<file path="src/rtl/duty_scheduler.sv">
// Duty-word scheduler for a digital PWM converter.
// Accepts compensator duty requests through a one-entry pending register,
// soft-starts the duty word from its current value up to the requested
// target, follows new requests in RUN and ramps down to zero on shutdown.
// All duty, target and state changes tied to the PWM period happen on the
// last count (63) so that a new duty word is valid from count 0.
module duty_scheduler #(
  parameter int SS_STEP = 4,
  parameter int D_MAX   = 52,
  parameter int D_MIN   = 2
) (
  input  logic       clk,
  input  logic       rst,
  input  logic       enable,
  input  logic [5:0] pwm_count,
  input  logic [5:0] duty_req,
  input  logic       req_valid,
  output logic       req_ready,
  output logic [5:0] d_n,
  output logic       pwm_en,
  output logic       ss_done,
  output logic       clamp_pulse,
  output logic [1:0] state
);

  typedef enum logic [1:0] {
    ST_IDLE      = 2'd0,
    ST_SOFTSTART = 2'd1,
    ST_RUN       = 2'd2,
    ST_SHUTDOWN  = 2'd3
  } state_t;

  localparam logic [5:0] D_MAX_C   = 6'(D_MAX);
  localparam logic [5:0] D_MIN_C   = 6'(D_MIN);
  localparam logic [3:0] SS_LAST_C = 4'(SS_STEP - 1);

  // Limit a requested duty into [D_MIN, D_MAX].
  function automatic logic [5:0] clamp_duty(input logic [5:0] v);
    logic [5:0] r;
    if (v < D_MIN_C) begin
      r = D_MIN_C;
    end else if (v > D_MAX_C) begin
      r = D_MAX_C;
    end else begin
      r = v;
    end
    return r;
  endfunction

  // True when a request falls outside the clamp window.
  function automatic logic out_of_range(input logic [5:0] v);
    return (v < D_MIN_C) || (v > D_MAX_C);
  endfunction

  state_t     state_r, state_s;
  logic [5:0] d_n_r, d_n_s;
  logic       pend_full_r, pend_full_s;
  logic [5:0] pend_val_r, pend_val_s;
  logic [5:0] target_r, target_s;
  logic [3:0] ss_cnt_r, ss_cnt_s;
  logic       req_ready_r, req_ready_s;
  logic       pwm_en_r, pwm_en_s;
  logic       ss_done_r, ss_done_s;
  logic       clamp_pulse_r, clamp_pulse_s;

  logic       period_end_s;
  logic       accept_s;
  logic [5:0] tgt_s;
  logic [6:0] d_inc_s;

  // Next-state, duty and pending-register logic.
  always_comb begin
    state_s      = state_r;
    d_n_s        = d_n_r;
    pend_full_s  = pend_full_r;
    pend_val_s   = pend_val_r;
    target_s     = target_r;
    ss_cnt_s     = ss_cnt_r;
    period_end_s = (pwm_count == 6'd63);
    accept_s     = req_valid && req_ready_r;
    tgt_s        = pend_full_r ? pend_val_r : target_r;
    d_inc_s      = {1'b0, d_n_r} + 7'd1;

    // A request is only accepted while pending is empty, so it never
    // collides with the period_end consumption of pending below.
    if (accept_s) begin
      pend_full_s = 1'b1;
      pend_val_s  = clamp_duty(duty_req);
    end else begin
      pend_full_s = pend_full_r;
    end

    case (state_r)
      ST_IDLE: begin
        d_n_s = 6'd0;
        if (enable) begin
          state_s  = ST_SOFTSTART;
          ss_cnt_s = 4'd0;
          target_s = D_MIN_C;
        end else begin
          state_s = ST_IDLE;
        end
      end

      ST_SOFTSTART: begin
        if (!enable) begin
          state_s     = ST_SHUTDOWN;
          pend_full_s = 1'b0;
        end else if (period_end_s) begin
          if (pend_full_r) begin
            target_s    = pend_val_r;
            pend_full_s = 1'b0;
          end else begin
            target_s = target_r;
          end
          // Finish the ramp one step early, or at once if the target
          // now lies below the current duty.
          if ((d_inc_s >= {1'b0, tgt_s}) || (tgt_s < d_n_r)) begin
            d_n_s   = tgt_s;
            state_s = ST_RUN;
          end else if (ss_cnt_r >= SS_LAST_C) begin
            d_n_s    = d_n_r + 6'd1;
            ss_cnt_s = 4'd0;
          end else begin
            ss_cnt_s = ss_cnt_r + 4'd1;
          end
        end else begin
          state_s = ST_SOFTSTART;
        end
      end

      ST_RUN: begin
        if (!enable) begin
          state_s     = ST_SHUTDOWN;
          pend_full_s = 1'b0;
        end else if (period_end_s && pend_full_r) begin
          d_n_s       = pend_val_r;
          pend_full_s = 1'b0;
        end else begin
          state_s = ST_RUN;
        end
      end

      ST_SHUTDOWN: begin
        pend_full_s = 1'b0;
        if (period_end_s) begin
          if (enable) begin
            state_s  = ST_SOFTSTART;
            ss_cnt_s = 4'd0;
            target_s = D_MIN_C;
          end else if (d_n_r == 6'd0) begin
            state_s = ST_IDLE;
          end else begin
            d_n_s = d_n_r - 6'd1;
          end
        end else begin
          state_s = ST_SHUTDOWN;
        end
      end

      default: begin
        state_s     = ST_IDLE;
        d_n_s       = 6'd0;
        pend_full_s = 1'b0;
      end
    endcase

    req_ready_s   = ((state_s == ST_SOFTSTART) || (state_s == ST_RUN)) && !pend_full_s;
    pwm_en_s      = (state_s != ST_IDLE);
    ss_done_s     = (state_s == ST_RUN);
    clamp_pulse_s = accept_s && out_of_range(duty_req);
  end

  // State, duty and output registers with synchronous reset.
  always_ff @(posedge clk) begin
    if (rst) begin
      state_r       <= ST_IDLE;
      d_n_r         <= 6'd0;
      pend_full_r   <= 1'b0;
      pend_val_r    <= 6'd0;
      target_r      <= D_MIN_C;
      ss_cnt_r      <= 4'd0;
      req_ready_r   <= 1'b0;
      pwm_en_r      <= 1'b0;
      ss_done_r     <= 1'b0;
      clamp_pulse_r <= 1'b0;
    end else begin
      state_r       <= state_s;
      d_n_r         <= d_n_s;
      pend_full_r   <= pend_full_s;
      pend_val_r    <= pend_val_s;
      target_r      <= target_s;
      ss_cnt_r      <= ss_cnt_s;
      req_ready_r   <= req_ready_s;
      pwm_en_r      <= pwm_en_s;
      ss_done_r     <= ss_done_s;
      clamp_pulse_r <= clamp_pulse_s;
    end
  end

  assign state       = state_r;
  assign d_n         = d_n_r;
  assign req_ready   = req_ready_r;
  assign pwm_en      = pwm_en_r;
  assign ss_done     = ss_done_r;
  assign clamp_pulse = clamp_pulse_r;

endmodule
</file>
<file path="config.mk">
export PLATFORM = sky130hd
export DESIGN_NAME = duty_scheduler
export DESIGN_NICKNAME = d
export VERILOG_FILES = /design/src/rtl/duty_scheduler.sv
export SDC_FILE = /design/constraint.sdc
export NUM_CORES = 1
export LEC_CHECK = 0
export BUFFER_PORTS_ARGS = -buffer_cell sky130_fd_sc_hd__buf_4
export CELL_PAD_IN_SITES_DETAIL_PLACEMENT = 2
export CELL_PAD_IN_SITES_GLOBAL_PLACEMENT = 2
export CORE_MARGIN = 2
export CORE_UTILIZATION = 37
export DETAILED_ROUTE_END_ITERATION = 8
export PLACE_DENSITY = 0.88
export SLEW_MARGIN = 10
export SYNTH_ARGS = -nofsm -noshare
export SYNTH_HDL_FRONTEND = slang
export SYNTH_SLANG_ARGS = --single-unit
</file>
<file path="constraint.sdc">
create_clock -name clk -period 5 [get_ports clk]
set_clock_uncertainty 0.05 [all_clocks]
set_input_delay 1 -clock clk [delete_from_list [all_inputs] [get_ports clk]]
set_output_delay 1 -clock clk [all_outputs]
set_load 0.01 [all_outputs]
</file>
Word-level counts from Yosys, hierarchy flattened
Index checks and enable logic that the tools add are counted.

$add $sub $neg: 4. Order comparisons: 5. Equality and inequality tests: 15. Mux-type cells: 42. Reduce and logical (&&, ||, !) cells: 15.

Operators with widths (count): 6-bit two-way mux (16); 4-bit two-way mux (6); 6-bit one-hot mux with 4 select lines (1); 6-bit one-hot mux with 3 select lines (1); 2-bit two-way mux (8); 2-bit inequality test, second input constant (8); 4-bit one-hot mux with 3 select lines (1); 2-bit one-hot mux with 4 select lines (1); 8-bit AND reduction (1); 6-bit by 1-bit adder with 7-bit output, second input constant (1); 7-bit by 6-bit greater-or-equal comparator with 1-bit output (1); 1-bit two-way mux (7); 6-bit by 1-bit adder with 6-bit output, second input constant (1); 2-bit equality test, second input constant (3); 6-bit equality test, second input constant (1); 6-bit greater-than comparator, second input constant (1); 6-bit logical NOT (1); 6-bit by 2-bit less-than comparator with 1-bit output, second input constant (1); 6-bit less-than comparator (1); 6-bit by 1-bit subtractor with 6-bit output, second input constant (1); 5-bit AND reduction (1); 4-bit by 1-bit adder with 4-bit output, second input constant (1); 2-bit by 1-bit equality test with 1-bit output, second input constant (2); 4-bit by 2-bit greater-or-equal comparator with 1-bit output, second input constant (1); 9 further kinds (14).

Flip-flop bits (word level): 29. Input bits: 16. Output and inout port bits: 12. Word-level logic and storage cells: 91.

Longest topological paths before layout
Gate-level depths: netlist of the first run.

Depth in word-level cells: 10. Mapped depth: 14. Mapped depth without buffers: 12.

Worst setup path before layout of the first run
No wires, ideal clock.

Path type: register to register. Start point: reg d_n_r[0] (netlist: d_n[0]). End point: reg req_ready_r (netlist: req_ready). Library setup time: 116 ps. Arrival: 2759 ps. Required time: 4834 ps. Path slack: 2076 ps. Stages on the path, launching flop included: 14. Buffers on the path: 1. Clock period less this slack: 2924 ps. Cell sequence: dfxtp_1 ha_1 nand3_2 xnor2_1 ha_1 a21oi_1 o221ai_2 a41oi_2 buf_2 nand3_1 a31oi_1 or2_2 ha_1 and3b_1.

Word-level cells in the longest chain between the ends: 10. Elaborated cells on any way between the ends: 16. Those cells by class: add/sub (1); order compare (2); eq/ne (2); mux (7); reduce/logical (4).

RTL lines: from (decl) (RTL line 56) `logic [5:0] d_n_r, d_n_s;`; from (signal assigned) (RTL line 189) `d_n_r <= d_n_s;`; 6-bit by 1-bit adder with 7-bit output (RTL line 82) `d_inc_s = {1'b0, d_n_r} + 7'd1;`; 7-bit by 6-bit greater-or-equal comparator with 1-bit output (RTL line 118) `if ((d_inc_s >= {1'b0, tgt_s}) || (tgt_s < d_n_r)) begin`; 1-bit logical OR (RTL line 118); 2-bit two-way mux (RTL line 118); 2-bit two-way mux (RTL line 109) `end else if (period_end_s) begin`; 2-bit two-way mux (RTL line 106) `if (!enable) begin`; 2-bit one-hot mux with 4 select lines * (RTL line 93) `case (state_r)`; 2-bit by 1-bit equality test with 1-bit output or 2-bit equality test (tied branches) (RTL line 168) `req_ready_s = ((state_s == ST_SOFTSTART) || (state_s == ST_RUN)) && !pend_full_s;`; 1-bit logical OR * (RTL line 168); 1-bit logical AND * (RTL line 168); to (signal assigned) (RTL line 194) `req_ready_r <= req_ready_s;`; to (decl) (RTL line 61) `logic req_ready_r, req_ready_s;`.

Every way passes the cells marked *; elsewhere a longest branch is shown, timed or not. A chain may end at the register's enable or synchronous reset.

Worst setup path after layout of the first run
Start point: reg pend_full_r. End point: reg req_ready_r (netlist: req_ready).

Word-level cells in the longest chain between the ends: 10. Elaborated cells on any way between the ends: 23. Those cells by class: order compare (2); eq/ne (2); mux (14); reduce/logical (5).

RTL lines: from (decl) (RTL line 57) `logic pend_full_r, pend_full_s;`; from (signal assigned) (RTL line 190) `pend_full_r <= pend_full_s;`; 6-bit two-way mux; 7-bit by 6-bit greater-or-equal comparator with 1-bit output or 6-bit less-than comparator (tied branches) (RTL line 118); 1-bit logical OR (RTL line 118); 2-bit two-way mux (RTL line 118); 2-bit two-way mux (RTL line 109); 2-bit two-way mux (RTL line 106); 2-bit one-hot mux with 4 select lines (RTL line 93); 2-bit by 1-bit equality test with 1-bit output or 2-bit equality test (tied branches) (RTL line 168); 1-bit logical OR (RTL line 168); 1-bit logical AND * (RTL line 168).

Marks and branches as above.

==> key figures, run 1 <==
Outcome
  • Status: completed

Synthesis
  • Syn Inst Count: 258
  • Mean Syn Cell Area: 8.40 um2
  • Post-synthesis cell area: 2170 um2
  • YS warnings: 0
  • Most area-consuming cells after synthesis: dfxtp_1 27%, ha_1 13%, a21oi_1 5.1%
  • Synth area leader: dfxtp_1
  • Synth Register Bits: 29
  • Post-synth top flop: dfxtp_1
  • Mapped Nets: 296
  • Synth cell count leaders: 29 x dfxtp_1, 29 x nand2_1, 22 x a21oi_1, 22 x ha_1, 20 x inv_1
  • Async SR Flop Fraction: 0%
  • Sequential share of the synthesized area: 26.8%
  • Share of the synthesized area in the top cell type: 26.8%
  • Post-synth EDFFs: 0
  • Distinct cells, synth: 60

Floorplanning
  • FP Rows: 27
  • Initial core utilization: 38.9%
  • Die height: 80.6 um
  • Die area: 6490 um2
  • Core Area: 5570 um2
  • Die X: 80.6 um
  • Ports: 28

Placed design
  • Port bufs: 27
  • Detailed placement HPWL: 5270 um
  • DP Worst Slack: 1.53 ns
  • Final GP Congestion: 0.860
  • Placed inst area: 2340 um2

Critical path
  • Crit end category: register
  • Crit path arrival time: 3.82 ns
  • R2R depth: 10
  • Reg2Reg Setup Slack: 1.33 ns
  • R2r startpoint: pend_full_r
  • Worst Setup Path Type: reg -> reg
  • Startpoint types: register
  • CP required: 5.15 ns
  • Worst Path Max Fanout: 12
  • Reg2Reg Capture Point: req_ready

Hold path
  • Worst Hold Class: reg -> reg
  • Worst Hold Launch: target_r[4]
  • Hold Path Depth: 2
  • Endpoint, Worst Hold: target_r[4]

Clocking
  • Worst-Skew Late Latency: 0.30 ns
  • CTS resizes: 0
  • CTS tree: done
  • Setup bufs post-CTS: 0
  • H-tree levels: 2
  • Clock transition at path regs: 0.07 ns
  • Clock Sinks: 29
  • CTS Root Cell: clkbuf_8
  • Cts hold-fix bufs: 0
  • Deepest clock path buffer count: 2
  • TritonCTS Buffers: 5

Timing
  • RSZ-0062 raised after global routing: false
  • TNS Setup: 0 ns
  • Highest Clock Rate: 273 MHz
  • Final setup viols: 0
  • Final hold vios: 0
  • Final min period: 3.67 ns
  • Period utilization: 73.4%
  • Final worst setup slack: 1.33 ns
  • Least-Margin Pin Slew: 1.09 ns
  • Slew Limit Fails: 0
  • Relative slew slack: 27.6%

Routing
  • TritonRoute pass-1 iters: 4
  • Final ANT Viol Nets: 0
  • Drt initial violations: 88
  • # DRC: 0
  • Via count: 2067
  • Total wire length: 7740 um
  • Vias per cell: 5.91
  • Drt wl/cell: 22.1 um

Finish
  • Layout overhead on the synthesized area: 13.5%
  • Antenna diodes: 0
  • Nets@finish: 315
  • Fin util: 44.2%
  • Layout cell share with drive strength beyond 1: 20.1%
  • Design area: 2460 um2

Power and ir drop
  • LEAKAGE: 0.980 nW
  • Pwr dens: 268 nW/um2
  • VDD IR-drop max: 175 uV

GRT
  • Vias in the first global route: 2226
  • Global-route wire length before repair: 12700 um
  • Initial antenna violation count: 0
  • Pin count of the biggest net entering global routing: 29
  • Overflow after GRT: 0
  • GRT Overall Usage: 26.4%

Run
  • Max_cap viols: 0
==> cells by family (layout without fill, tap and decap cells) <==
logic type                 after synthesis  in the layout  share of synthesized area (%)
adders and majority gates               22             22                           12.7
muxes                                    8              8                           3.98
xor gates and xnor gates                 8              8                           3.23
DFF                                     29             29                           26.8
and+or+nand+nor                         86             86                           21.2
AOI/OAI and AO/OA                       70             70                           23.3
buffers and inverters                   35             55                           8.83
==> flip-flops by register name, summed over array words and instances (netlist names) <==
| register | flops |
|---|---|
| pend_val_r | 6 |
| d_n | 6 |
| req_ready | 1 |
| target_r | 6 |
| ss_cnt_r | 4 |
| pend_full_r | 1 |
| clamp_pulse | 1 |
| state | 2 |
| ss_done | 1 |
| pwm_en | 1 |
==> placed cells by master (no fill, tap or decap), types with 2 or more instances in the layout <==
cell	count
nand3_2	2
nor2_2	2
o21bai_1	2
inv_1	20
nor2b_1	4
buf_4	27
o2bb2ai_1	5
a21o_1	2
a22o_1	2
dfxtp_1	29
nand4_1	5
a31oi_1	4
mux2i_1	3
and3_1	2
o211ai_1	2
xnor2_1	7
o21ai_0	7
mux2_2	4
clkbuf_8	6
or2_2	3
nand3_1	10
nand2_1	29
ha_1	22
a211oi_1	3
nor2_1	11
a311oi_1	5
a21oi_1	22
nor3b_1	2
nor3_1	6
==> area by class of cell <==
class / count / area [um2]
fill: 628 / 3110
multi-input combinational: 194 / 1400
sequential: 29 / 581
timing repair buffer: 27 / 203
tap: 72 / 90.1
clock buffer: 7 / 86.3
inverter: 20 / 75.1
clock inverter: 1 / 30.0
==> critical path, cell delays in order (launching register included) <==
cell and delay (ns):
dfxtp_1 0.69, mux2i_1 0.42, inv_1 0.13, ha_1 0.30, a21oi_1 0.07, o211ai_1 0.83
nand3_1 0.18, a31oi_1 0.34, or2_2 0.17, ha_1 0.21, and3b_1 0.17
==> how the worst max path moves through the flow <==
stage                     start  cells after the start  slack, ns        end
global placement         d_n[0]                     12       1.70  req_ready
global route        pend_full_r                     10       1.09  req_ready
detailed placement  pend_full_r                      9       1.53  req_ready
floorplan                d_n[0]                     13       2.08  req_ready
finish              pend_full_r                     10       1.33  req_ready
CTS                 pend_full_r                     11       1.41  req_ready
==> where the power goes <==
part / internal (mW) / switching [mW] / total (mW)
combinational: 0.0535 / 0.0873 / 0.141
sequential: 0.239 / 0.0128 / 0.252
clock: 0.162 / 0.104 / 0.267
total: 0.455 / 0.205 / 0.660
==> routing by layer <==
metal,up-vias,share of wire (%),global-route usage (%)
li1,963,-,-
met1,1053,43,31.4
met2,36,52,46.8
met3,15,2.4,4.94
met4,0,2.8,9.66
met5,-,0,0
==> stage by stage <==
stage	hold WS [ns]	power, mW	std cells
2_1_floorplan	0.379	0.355	258
3_3_place_gp	0.391	0.383	342
3_5_place_dp	0.403	0.391	342
4_1_cts	0.412	0.661	350
5_1_grt	0.443	0.687	350
6_report	0.410	0.660	350
No activity file was read; power rests on OpenSTA's default activity.
==> inputs of run 2 (changes only) <==
Settings changed: CORE_UTILIZATION 37 to 31, PLACE_DENSITY 0.88 to 0.79.
Clock period 5 ns to 3 ns, I/O delays scaled along.
==> run 2 against run 1 <==
Compared with the run above: sequential share of layout area shrank 1.1 points; final area grew 5.2%; power grew 65%; global-route usage is 7.4 points lower; routed wire length down 12%; die area rose by 18%; clock power increased by 61%; worst hold slack better by 0.0074 ns; first-iteration DRC count grew 1.1%; critical path type unchanged; critical endpoint is now ss_cnt_r[0].
==> key figures, run 2 (same netlist as run 1, synthesis figures left out) <==
Outcome
  • Status: completed (unchanged)

Routing
  • Drt wl/cell: 17.8 um (was 22.1 um)
  • Drt initial violations: 89 (was 88)
  • Final ANT Viol Nets: 0 (unchanged)
  • Vias per cell: 5.32 (was 5.91)
  • Via count: 2042 (was 2067)
  • TritonRoute pass-1 iters: 4 (unchanged)
  • Total wire length: 6830 um (was 7740 um)
  • # DRC: 0 (unchanged)

Critical path
  • Crit end category: register (unchanged)
  • Crit path cell chain: buf_4, inv_1, ha_1, ha_1, a21oi_1, o21ai_2, a41oi_2, buf_6, nand3_2, a21oi_4, mux2_1 (was mux2i_1, inv_1, ha_1, a21oi_1, o211ai_1, nand3_1, a31oi_1, or2_2, ha_1, and3b_1)
  • CP dominant cell by count: ha_1 (unchanged)
  • Max stage delay on crit path: 0.38 ns (was 0.83 ns)
  • CP required: 3.12 ns (was 5.15 ns)
  • Slowest stage cell, crit path: dfxtp_1 (was o211ai_1)
  • Crit path max-delay family: compound AO/OA/AOI/OAI gates (unchanged)
  • Worst Path Max Fanout: 9 (was 12)
  • Crit path arrival time: 2.92 ns (was 3.82 ns)
  • Startpoint types: register (unchanged)
  • Worst Path Buf+Inv: 3 (was 1)
  • Worst Setup Path Type: reg -> reg (unchanged)

Timing
  • Final min period: 2.81 ns (was 3.67 ns)
  • Least-Margin Pin Slew: 0.604 ns (was 1.09 ns)
  • Final setup viols: 0 (unchanged)
  • TNS Setup: 0 ns (unchanged)
  • Period utilization: 93.6% (was 73.4%)
  • Slew Limit Fails: 0 (unchanged)
  • Highest Clock Rate: 356 MHz (was 273 MHz)
  • Final hold vios: 0 (unchanged)
  • RSZ-0062 raised after global routing: false (unchanged)
  • Relative slew slack: 59.7% (was 27.6%)

Placed design
  • Final GP Congestion: 0.811 (was 0.860)
  • Detailed placement HPWL: 5110 um (was 5270 um)
  • Inst Count DP: 376 (was 342)
  • Port bufs: 27 (unchanged)

Power and ir drop
  • Pwr dens: 421 nW/um2 (was 268 nW/um2)
  • VDD IR-drop max: 217 uV (was 175 uV)
  • LEAKAGE: 1.04 nW (was 0.980 nW)

Clocking
  • CTS Root Cell: clkbuf_8 (unchanged)
  • Setup bufs post-CTS: 0 (unchanged)
  • TritonCTS Buffers: 5 (unchanged)
  • Clock transition at path regs: 0.07 ns (about the same)
  • Worst-Skew Late Latency: 0.28 ns (was 0.30 ns)
  • CTS tree: done (unchanged)
  • CTS resizes: 0 (unchanged)
  • H-tree levels: 2 (unchanged)
  • Cts hold-fix bufs: 0 (unchanged)
  • Clock Sinks: 29 (unchanged)
  • Deepest clock path buffer count: 2 (unchanged)

GRT
  • Initial antenna violation count: 0 (unchanged)
  • GRT Overall Usage: 19.0% (was 26.4%)
  • Pin count of the biggest net entering global routing: 28 (was 29)
  • Overflow after GRT: 0 (unchanged)
  • Global-route wire length before repair: 11400 um (was 12700 um)
  • Vias in the first global route: 2275 (was 2226)

Run
  • Max_cap viols: 0 (unchanged)

Finish
  • Layout cell share with drive strength beyond 1: 24.7% (was 20.1%)
  • Commonest non-fill, non-tap cell in the layout: buf_4
  • Layout overhead on the synthesized area: 19.4% (was 13.5%)
  • Most frequent cells in the layout: 36 x buf_4, 29 x nand2_1, 27 x dfxtp_1, 22 x a21oi_1, 21 x ha_1 (was 29 x nand2_1, 29 x dfxtp_1, 27 x buf_4, 22 x a21oi_1, 22 x ha_1)
  • Nets@finish: 325 (was 315)
  • Antenna diodes: 0 (unchanged)
  • Layout Cells excl Fill: 384 (was 350)
  • Fin util: 38.1% (was 44.2%)

Floorplanning
  • FP Rows: 30 (was 27)
  • Initial core utilization: 31.9% (was 38.9%)
  • Ports: 28 (unchanged)
  • Die X: 87.6 um (was 80.6 um)
  • Core Area: 6790 um2 (was 5570 um2)
  • Die height: 87.6 um (was 80.6 um)
  • Die area: 7680 um2 (was 6490 um2)

Hold path
  • Worst Hold Class: reg -> reg (unchanged)
## run 2: changes by cell type in the layout (fill, tap and decap cells not counted), sizes merged
cell	change
buf	+10
## run 2: layout make-up
class	count	area, um2
Fill cell	786	4210
Multi-Input combinational cell	194	1410
Sequential cell	29	583
Timing Repair Buffer	37	282
Tap cell	96	120
Clock buffer	7	86.3
Inverter	20	75.1
Clock inverter	1	30.0
## run 2: worst min-delay path: cells and delay by family, from the launching register on
family	cells	cell delay, ns
flops	1	0.32
simple gates	1	0.05
compound gates	1	0.05
## run 2: per-stage QoR
step | hold slack (ns) | worst slack [ns] | cell area (um2) | total power [mW]
global route | 0.447 | 0.0170 | 2590 | 1.15
detailed placement | 0.409 | 0.0815 | 2450 | 0.662
finish | 0.418 | 0.192 | 2590 | 1.09
CTS | 0.420 | 0.0691 | 2570 | 1.10
floorplan | 0.379 | 0.0756 | 2170 | 0.591
global placement | 0.393 | 0.211 | 2450 | 0.657
## run 2: where the power goes
part | total, mW | internal [mW] | leakage (nW) | switching (mW)
Combinational | 0.246 | 0.102 | 0.746 | 0.145
Clock | 0.429 | 0.271 | 0.0585 | 0.158
Sequential | 0.415 | 0.399 | 0.236 | 0.0156
## run 2: per-layer routing
layer / track usage [%] / wire, um / up-vias / part of all wire, %
met1: 22.9 / 2960 / 1039 / 43
met3: 2.36 / 101 / 6 / 1.5
li1: - / - / 979 / -
met2: 35.1 / 3690 / 18 / 54
met4: 5.17 / 69 / 0 / 1.0
met5: 0 / 0 / - / 0
## run 2: path summary, 6_finish.rpt
path                                   from  slack [ns]  cells after the start           to
worst max-delay path                 d_n[0]        0.19                     11  ss_cnt_r[0]
worst min-delay path            target_r[0]        0.42                      2  target_r[0]
worst max register to register       d_n[0]        0.19                     11  ss_cnt_r[0]
worst min register to register  target_r[0]        0.42                      2  target_r[0]
==> inputs of run 3 (changes only) <==
Settings changed: BUFFER_PORTS_ARGS -buffer_cell sky130_fd_sc_hd__buf_4 to not set, CORE_UTILIZATION 31 to 36, CTS_BUF_LIST set to sky130_fd_sc_hd__clkbuf_2, DONT_BUFFER_PORTS set to 1, PLACE_DENSITY 0.79 to 0.82.
==> run 3 against run 2 <==
Compared with the run above: first-iteration DRC count decreased by 31%; via count down 5.5%; flip-flop and latch count is the same; critical endpoint is now req_ready; highest routed layer unchanged.
==> key figures, run 3 (same netlist as run 1, synthesis figures left out) <==
Outcome
  • Status: completed (unchanged)

Clocking
  • Worst-Skew Late Latency: 0.39 ns (was 0.28 ns)
  • Setup bufs post-CTS: 0 (unchanged)
  • Clock Sinks: 29 (unchanged)
  • Deepest clock path buffer count: 2 (unchanged)
  • Clock transition at path regs: 0.19 ns (was 0.07 ns)
  • CTS Root Cell: clkbuf_2 (was clkbuf_8)
  • TritonCTS Buffers: 5 (unchanged)
  • CTS tree: done (unchanged)
  • H-tree levels: 2 (unchanged)

Routing
  • Final ANT Viol Nets: 0 (unchanged)
  • TritonRoute pass-1 iters: 4 (unchanged)
  • Drt wl/cell: 19.6 um (was 17.8 um)
  • # DRC: 0 (unchanged)
  • Via count: 1929 (was 2042)
  • Drt initial violations: 61 (was 89)
  • Vias per cell: 5.69 (was 5.32)
  • Total wire length: 6640 um (was 6830 um)

Timing
  • Final hold vios: 0 (unchanged)
  • Final min period: 2.92 ns (was 2.81 ns)
  • Final setup viols: 0 (unchanged)
  • Least-Margin Pin Slew: 0.572 ns (was 0.604 ns)
  • Slew Limit Fails: 0 (unchanged)
  • Period utilization: 97.4% (was 93.6%)
  • Highest Clock Rate: 342 MHz (was 356 MHz)
  • Relative slew slack: 61.9% (was 59.7%)

Finish
  • Layout cell share with drive strength beyond 1: 18.9% (was 24.7%)
  • Antenna diodes: 0 (unchanged)
  • Sequential Area: 589 um2 (was 583 um2)
  • Layout Cells excl Fill: 339 (was 384)
  • Multi-input logic area: 1410 um2 (about the same)
  • Fin util: 40.0% (was 38.1%)
  • Layout overhead on the synthesized area: 8.54% (was 19.4%)
  • Commonest non-fill, non-tap cell in the layout: nand2_1 (was buf_4)
  • Fill count: 690 (was 786)
  • Most frequent cells in the layout: 29 x nand2_1, 24 x dfxtp_1, 22 x ha_1, 21 x a21oi_1, 20 x inv_1 (was 36 x buf_4, 29 x nand2_1, 27 x dfxtp_1, 22 x a21oi_1, 21 x ha_1)
  • Nets@finish: 301 (was 325)

Power and ir drop
  • LEAKAGE: 0.917 nW (was 1.04 nW)
  • VDD IR-drop max: 243 uV (was 217 uV)
  • Sw Ratio: 30.0% (was 29.2%)
  • Gate power share: 20.3% (was 22.6%)
  • Clock Power Share: 38.0% (was 39.3%)
  • Pwr dens: 428 nW/um2 (was 421 nW/um2)
  • Sw power: 303 uW (was 319 uW)
  • Int Pwr: 704 uW (was 772 uW)
  • Sequential power share: 41.7% (was 38.1%)

Critical path
  • Startpoint types: register (unchanged)
  • Crit path cell chain: ha_1, nand3_2, xnor2_2, ha_1, a21oi_2, o221ai_2, a41oi_2, nand3_1, a31oi_1, or2_2, ha_1, and3b_1 (was buf_4, inv_1, ha_1, ha_1, a21oi_1, o21ai_2, a41oi_2, buf_6, nand3_2, a21oi_4, mux2_1)
  • Max stage delay on crit path: 0.42 ns (was 0.38 ns)
  • Slowest stage cell, crit path: dfxtp_4 (was dfxtp_1)
  • Worst Setup Path Type: reg -> reg (unchanged)
  • Worst Path Max Fanout: 5 (was 9)
  • Crit end category: register (unchanged)
  • CP required: 3.25 ns (was 3.12 ns)
  • Crit path arrival time: 3.18 ns (was 2.92 ns)
  • CP dominant cell by count: ha_1 (unchanged)

Floorplanning
  • Die height: 81.6 um (was 87.6 um)
  • Die area: 6660 um2 (was 7680 um2)
  • Ports: 28 (unchanged)
  • Die X: 81.6 um (was 87.6 um)
  • FP Rows: 28 (was 30)
  • Initial core utilization: 36.8% (was 31.9%)
  • Core Area: 5890 um2 (was 6790 um2)

Placed design
  • Port bufs: 0 (was 27)
  • Final GP Congestion: 0.819 (was 0.811)
  • Detailed placement HPWL: 4940 um (was 5110 um)
  • Inst Count DP: 331 (was 376)

GRT
  • Overflow after GRT: 0 (unchanged)
  • GRT Overall Usage: 20.9% (was 19.0%)
  • Vias in the first global route: 2041 (was 2275)
  • Initial antenna violation count: 0 (unchanged)
  • Pin count of the biggest net entering global routing: 28 (unchanged)
  • Global-route wire length before repair: 10500 um (was 11400 um)

Hold path
  • Worst Hold Class: in -> reg (was reg -> reg)

Run
  • Max_cap viols: 0 (unchanged)
[run 3: stage by stage]
stage | total power, mW | area [um2] | setup slack [ns] | hold slack, ns | setup TNS [ns]
final | 1.01 | 2350 | 0.0773 | 0.203 | 0
after global routing | 1.06 | 2350 | -0.00559 | 0.158 | -0.00559
after CTS | 1.02 | 2330 | 0.0135 | 0.179 | 0
after detailed placement | 0.630 | 2240 | 0.0911 | 0.390 | 0
after global placement | 0.624 | 2240 | 0.165 | 0.381 | 0
after floorplan | 0.591 | 2170 | 0.0756 | 0.379 | 0
[run 3: final timing paths]
| path | from | to | slack [ns] | depth (start not counted) |
|---|---|---|---|---|
| setup reg to reg | d_n[0] | req_ready | 0.08 | 12 |
| setup / recovery | d_n[0] | req_ready | 0.08 | 12 |
| hold reg to reg | target_r[0] | target_r[0] | 0.41 | 2 |
| hold / removal | rst | target_r[4] | 0.20 | 1 |
[run 3: final cells by class]
cell class                      count  share of cell area [%]
Tap cell                           75                    3.99
Clock buffer                        5                    1.06
Inverter                           20                    3.19
Multi-Input combinational cell    194                    59.8
Timing Repair Buffer               13                    4.15
Clock inverter                      3                    2.76
Sequential cell                    29                    25.0
[run 3: what timing repair did]
action | in CTS | in global routing
hold buffers | 0 | 0
setup endpoints to repair | 0 | 6
resized for setup | 0 | 8
[run 3: layer usage]
layer  part of all wire (%)  vias to the layer above  track usage (%)
met3                    3.3                       11             4.07
li1                       -                      931                -
met4                    2.0                        0             7.17
met2                     53                       41             37.9
met5                      0                        -                0
met1                     42                      946             24.5
[run 3: power by group through the flow]
stage / Sequential [mW] / Clock, mW / Combinational [mW]
final: 0.420 / 0.382 / 0.205
after CTS: 0.420 / 0.394 / 0.204
after global routing: 0.423 / 0.412 / 0.225
after global placement: 0.428 / 0 / 0.196
after floorplan: 0.421 / 0 / 0.170
after detailed placement: 0.428 / 0 / 0.202
[run 3: critical path: cells and delay by family (launching register included)]
| family | cells | cell delay [ns] |
|---|---|---|
| xor+xnor | 1 | 0.18 |
| fa+ha+maj | 3 | 0.77 |
| flops | 1 | 0.42 |
| compound gates | 4 | 0.83 |
| simple gates | 4 | 0.60 |
